$ cat src/rtl/cyber_player.sv
`default_nettype none
// ============================================================================
// Module   : cyber_player
// Purpose  : Emulates a player pressing a key. A free-running 10-bit LFSR
//            is compared against a difficulty threshold SW. When triggered,
//            the key is held for HOLD_CYCLES cycles and then released for
//            GAP_CYCLES cycles before the next press can start.
// Ports    : CLOCK       - system clock, rising edge
//            Reset       - synchronous active-high reset
//            enable      - allows new presses to start
//            SW[8:0]     - difficulty threshold; larger means more presses
//            press       - emulated key level (registered, high in PRESS)
//            busy        - high whenever the FSM is not in IDLE (registered)
//            press_count - number of presses started since reset (wraps)
//            lfsr[9:0]   - current LFSR state
// Revision : 1.0 - initial release
// ============================================================================
module cyber_player #(
  parameter int HOLD_CYCLES = 2,
  parameter int GAP_CYCLES  = 2
) (
  input  logic       CLOCK,
  input  logic       Reset,
  input  logic       enable,
  input  logic [8:0] SW,
  output logic       press,
  output logic       busy,
  output logic [7:0] press_count,
  output logic [9:0] lfsr
);

  typedef enum logic [1:0] {
    IDLE  = 2'd0,
    PRESS = 2'd1,
    GAP   = 2'd2
  } state_t;

  // Phase lengths are loaded as (length - 1) so the phase ends on the
  // cycle in which the counter reads zero.
  localparam logic [3:0] HOLD_LOAD = 4'(HOLD_CYCLES - 1);
  localparam logic [3:0] GAP_LOAD  = 4'(GAP_CYCLES - 1);

  state_t     state_q;
  logic [3:0] cnt_q;
  logic [9:0] lfsr_q;
  logic [9:0] lfsr_d;
  logic       press_q;
  logic       busy_q;
  logic [7:0] count_q;
  logic       trig;

  // XNOR feedback: all-zero is a legal state, all-ones is the lock-up state
  // and lies outside the 1023-state cycle reached from zero.
  assign lfsr_d = {lfsr_q[8:0], ~(lfsr_q[9] ^ lfsr_q[6])};

  // Only evaluated in IDLE, so SW/enable changes mid-press are ignored.
  assign trig = enable && ({1'b0, SW} > lfsr_q);

  always_ff @(posedge CLOCK) begin
    if (Reset) begin
      state_q <= IDLE;
      cnt_q   <= 4'd0;
      lfsr_q  <= 10'h000;
      press_q <= 1'b0;
      busy_q  <= 1'b0;
      count_q <= 8'd0;
    end else begin
      lfsr_q <= lfsr_d;
      case (state_q)
        IDLE: begin
          if (trig) begin
            state_q <= PRESS;
            cnt_q   <= HOLD_LOAD;
            press_q <= 1'b1;
            busy_q  <= 1'b1;
            count_q <= count_q + 8'd1;
          end
        end
        PRESS: begin
          if (cnt_q == 4'd0) begin
            state_q <= GAP;
            cnt_q   <= GAP_LOAD;
            press_q <= 1'b0;
          end else begin
            cnt_q <= cnt_q - 4'd1;
          end
        end
        GAP: begin
          if (cnt_q == 4'd0) begin
            state_q <= IDLE;
            busy_q  <= 1'b0;
          end else begin
            cnt_q <= cnt_q - 4'd1;
          end
        end
        default: begin
          state_q <= IDLE;
          cnt_q   <= 4'd0;
          press_q <= 1'b0;
          busy_q  <= 1'b0;
        end
      endcase
    end
  end

  assign press       = press_q;
  assign busy        = busy_q;
  assign press_count = count_q;
  assign lfsr        = lfsr_q;

endmodule
`default_nettype wire

$ cat config.mk
export PLATFORM = sky130hd
export DESIGN_NAME = cyber_player
export DESIGN_NICKNAME = d
export VERILOG_FILES = /design/src/rtl/cyber_player.sv
export SDC_FILE = /design/constraint.sdc
export NUM_CORES = 1
export LEC_CHECK = 0
export BUFFER_PORTS_ARGS = -buffer_cell sky130_fd_sc_hd__buf_4
export CAP_MARGIN = 25
export CORE_UTILIZATION = 30
export CTS_CLUSTER_DIAMETER = 200
export DETAILED_ROUTE_END_ITERATION = 8
export PLACE_DENSITY = 0.61
export SETUP_SLACK_MARGIN = 0.15
export SKIP_CTS_REPAIR_TIMING = 1
export SYNTH_ARGS = -nofsm -noshare
export SYNTH_HDL_FRONTEND = slang
export SYNTH_SLANG_ARGS = --single-unit
$ cat constraint.sdc
create_clock -name CLOCK -period 2.8 [get_ports CLOCK]
set_clock_uncertainty 0.15 [all_clocks]
set_input_delay 0.56 -clock CLOCK [delete_from_list [all_inputs] [get_ports CLOCK]]
set_output_delay 0.56 -clock CLOCK [all_outputs]
set_load 0.05 [all_outputs]
==> summary.md <==
| Metric | Value |
|---|---|
| Main area contributors after synthesis | `dfxtp_1 38%, ha_1 11%, a21oi_1 6.6%` |
| Yosys warnings | `0` |
| DR pass1 iterations | `4` |
| Async set-reset flop share out of synthesis | `0%` |
| GRT Overall Usage | `between 10 and 15%` |
| Io pins | `32` |
| Fraction of layout cells with a size suffix above 1 | `a little over a fifth` |
| Syn Nets | `between 150 and 200` |
| RSZ-0062 raised after global routing | `no` |
| Worst vdd ir | `0.0003428 V` |
| # rows | `24` |
| Top FF cell, synth | `dfxtp_1` |
| Area Growth Syn to Fin | `18.06%` |
| Worst-path fanout max | `15` |
| Most common cell in the netlist | `dfxtp_1` |
| Power per cell area | `~480 nW/um^2` |
| Hold Path Stages | `2` |
| Die area | `4798 um^2` |
| Hold_sp | `lfsr[5]$_SDFF_PP0_` |
| Fill count | `~450` |
| Fin cells | `about 230` |
| Max cap viols | `0` |
| Final period util | `~82%` |
| TritonCTS clock tree | `built` |
| DRC viols | `0` |
| Final-report max-slew violation count | `0` |
| Clock Path Buffers | `2` |
| Critical Path Start Type | `primary input` |
| Yosys top cell by area | `dfxtp_1` |
| Status | `complete, no violations` |
| Final setup fails | `0` |
| Starting DRC count in detailed routing | `40` |
| CP Data Required Time | `2.85 ns` |
| Netlist Area Pre-Place | `about 1400 um^2` |
| Post-synth EDFFs | `0` |
| Most frequent cells after synthesis | `26 x dfxtp_1, 19 x nor2_1, 18 x a21oi_1` |
| Min cycle time layout | `between 2 and 2.5 ns` |
| Remaining Overflow, GRT | `0` |
| RR Startpoint | `lfsr[3]$_SDFF_PP0_` |
| #FFs+latches synth | `26` |
| Clk slew on worst S/H paths | `0.09 ns` |
| Core ar. | `~4400 um^2` |
| Worst hold path type | `reg2reg` |
| CP arrival | `2.35 ns` |
| Synth top area share | `38.34%` |
| CTS Sinks | `26` |
| Cells after synthesis | `160` |
| Vias in the first global route | `990` |
| CTS root buf | `clkbuf_8` |
| Critical Path Sink Type | `register` |
| Die Width | `a little under 70 um` |
| Total CTS buffers | `3` |
| Cell count after placement | `around 230` |
| Seq/Total Area, Yosys | `38.34%` |
| Max Fclk | `roughly 0.44 GHz` |
| Placer Congestion | `just over 0.7` |
| Worst slew pin tran | `0.5555 ns` |
| Final hold vios | `0` |
| Relative slew margins | `between 60% and 70%` |
| R2R depth | `8` |
| # diodes | `0` |
| First-pass GRT wire length | `4450 um` |
| Via-per-instance ratio | `approximately 4.8` |
| Die Y | `between 60 and 70 um` |
| Hold worst-path end | `lfsr[6]$_SDFF_PP0_` |
| R2R Setup Slk | `about 0.52 ns` |
| Sum Neg Setup Slack | `0 ns` |
| WS Path Type | `in2reg` |
| FF-to-FF End | `press_count[5]$_SDFFE_PP0P_` |
| Vias | `1,107` |
| H-tree Lvls | `1` |
| Synth unique cells | `34` |
| Fin nets | `about 210` |
| Worst hold margin | `~0.31 ns` |
| Initial core utilization | `around 31%` |
| Pin count of the biggest net entering global routing | `27` |
| Avg Inst Size Synth | `~8.5 um^2` |
| Dpl hpwl | `~2000 um` |
| Post-route ant nets | `0` |
| Leakage | `approximately 0.00066 uW` |
| Worst-Skew Late Latency | `0.27 ns` |
| Routed WL | `roughly 2600 um` |
| IO Port Bufs | `31` |
| Initial antenna violation count | `0` |
| Wire per inst | `11.45 um` |
-- power by group --
| part | internal (uW) | leakage [uW] | switching, uW | total [uW] |
|---|---|---|---|---|
| Combinational | 61.1 | 0.000431 | 103 | 164 |
| Clock | 96.4 | 0.0000216 | 114 | 211 |
| Sequential | 385 | 0.000212 | 16.3 | 401 |
| Total | 543 | 0.000664 | 234 | 777 |
-- metrics by stage --
stage	setup WS (ns)	power (uW)	instance area, um^2	util (%)
2_1_floorplan	0.5768	534.3	1358	-
3_3_place_gp	0.2628	574.7	1562	35.86
3_5_place_dp	0.2101	574.5	1562	35.86
4_1_cts	0.4978	788.8	1603	36.81
5_1_grt	0.3803	820.6	1603	36.81
6_report	0.5036	776.6	1603	36.81
-- layout by cell type (no fill, tap or decap) --
| cell | n |
|---|---|
| nand4b_2 | 1 |
| or4_1 | 2 |
| a211oi_1 | 1 |
| a21oi_1 | 18 |
| nand4_1 | 1 |
| nand3_1 | 7 |
| mux2i_1 | 1 |
| o21ai_0 | 3 |
| buf_4 | 31 |
| dfxtp_1 | 26 |
| nor2b_1 | 2 |
| a31oi_1 | 5 |
| o21bai_4 | 1 |
| or2_1 | 1 |
| o311ai_1 | 1 |
| nand2_1 | 7 |
| o2111ai_1 | 1 |
| a31oi_4 | 1 |
| o21bai_1 | 1 |
| nor3b_1 | 1 |
| clkbuf_8 | 3 |
| inv_1 | 14 |
| o21ai_1 | 3 |
| and3_1 | 1 |
| nand2b_1 | 1 |
| o22ai_1 | 1 |
| nor2_1 | 19 |
| or3_1 | 4 |
| o21ai_2 | 1 |
| ha_1 | 12 |
| o31ai_1 | 2 |
| nor3_1 | 2 |
| a21o_1 | 1 |
| xor2_1 | 3 |
-- worst max-delay path by stage --
stage / startpoint / endpoint / cells after the start
floorplan: SW[5] / press_count[5]$_SDFFE_PP0P_ / 7
global placement: SW[5] / press_count[5]$_SDFFE_PP0P_ / 8
detailed placement: SW[5] / press_count[5]$_SDFFE_PP0P_ / 8
CTS: SW[5] / press_count[5]$_SDFFE_PP0P_ / 8
global route: lfsr[3]$_SDFF_PP0_ / press_count[5]$_SDFFE_PP0P_ / 8
finish: SW[5] / press_count[5]$_SDFFE_PP0P_ / 8
-- critical path: stages --
cell	delay, ns
buf_4	0.11
ha_1	0.30
nand4_1	0.13
o21bai_4	0.20
a31oi_4	0.16
o21ai_2	0.20
or4_1	0.55
a21oi_1	0.14
-- layer usage --
metal,routed length (um),track usage (%),up-vias
met3,128,3.779,2
met1,1266,14.63,507
met5,0,0,-
li1,-,-,581
met2,1232,18.23,17
met4,17,3.401,0
-- cells by family after synthesis --
group                    Yosys count  share of synthesized area [%]
AND/OR/NAND/NOR                   49                          17.88
AO/OA/AOI/OAI                     40                          19.26
buffers and inverters             29                          10.78
flip-flops                        26                          38.34
adder cells (fa/ha/maj)           12                          11.06
XOR/XNOR                           3                          1.936
multiplexers                       1                         0.7374
-- cell type report --
cell class / count / area [um^2] / share of cell area [%]
repair buffers: 31 / 232.7 / 14.52
clock buffers: 3 / 41.29 / 2.576
multi-input cells: 105 / 690.7 / 43.09
well taps: 52 / 65.06 / 4.059
inverters: 14 / 52.55 / 3.279
flip-flops and latches: 26 / 520.5 / 32.47
-- state kept, by name, summed over array words and instances (netlist names) --
register	flops
busy	1
lfsr	10
press	1
press_count	8
state_q	2
cnt_q	4
Note: power is estimated with default switching activity, not from simulation.
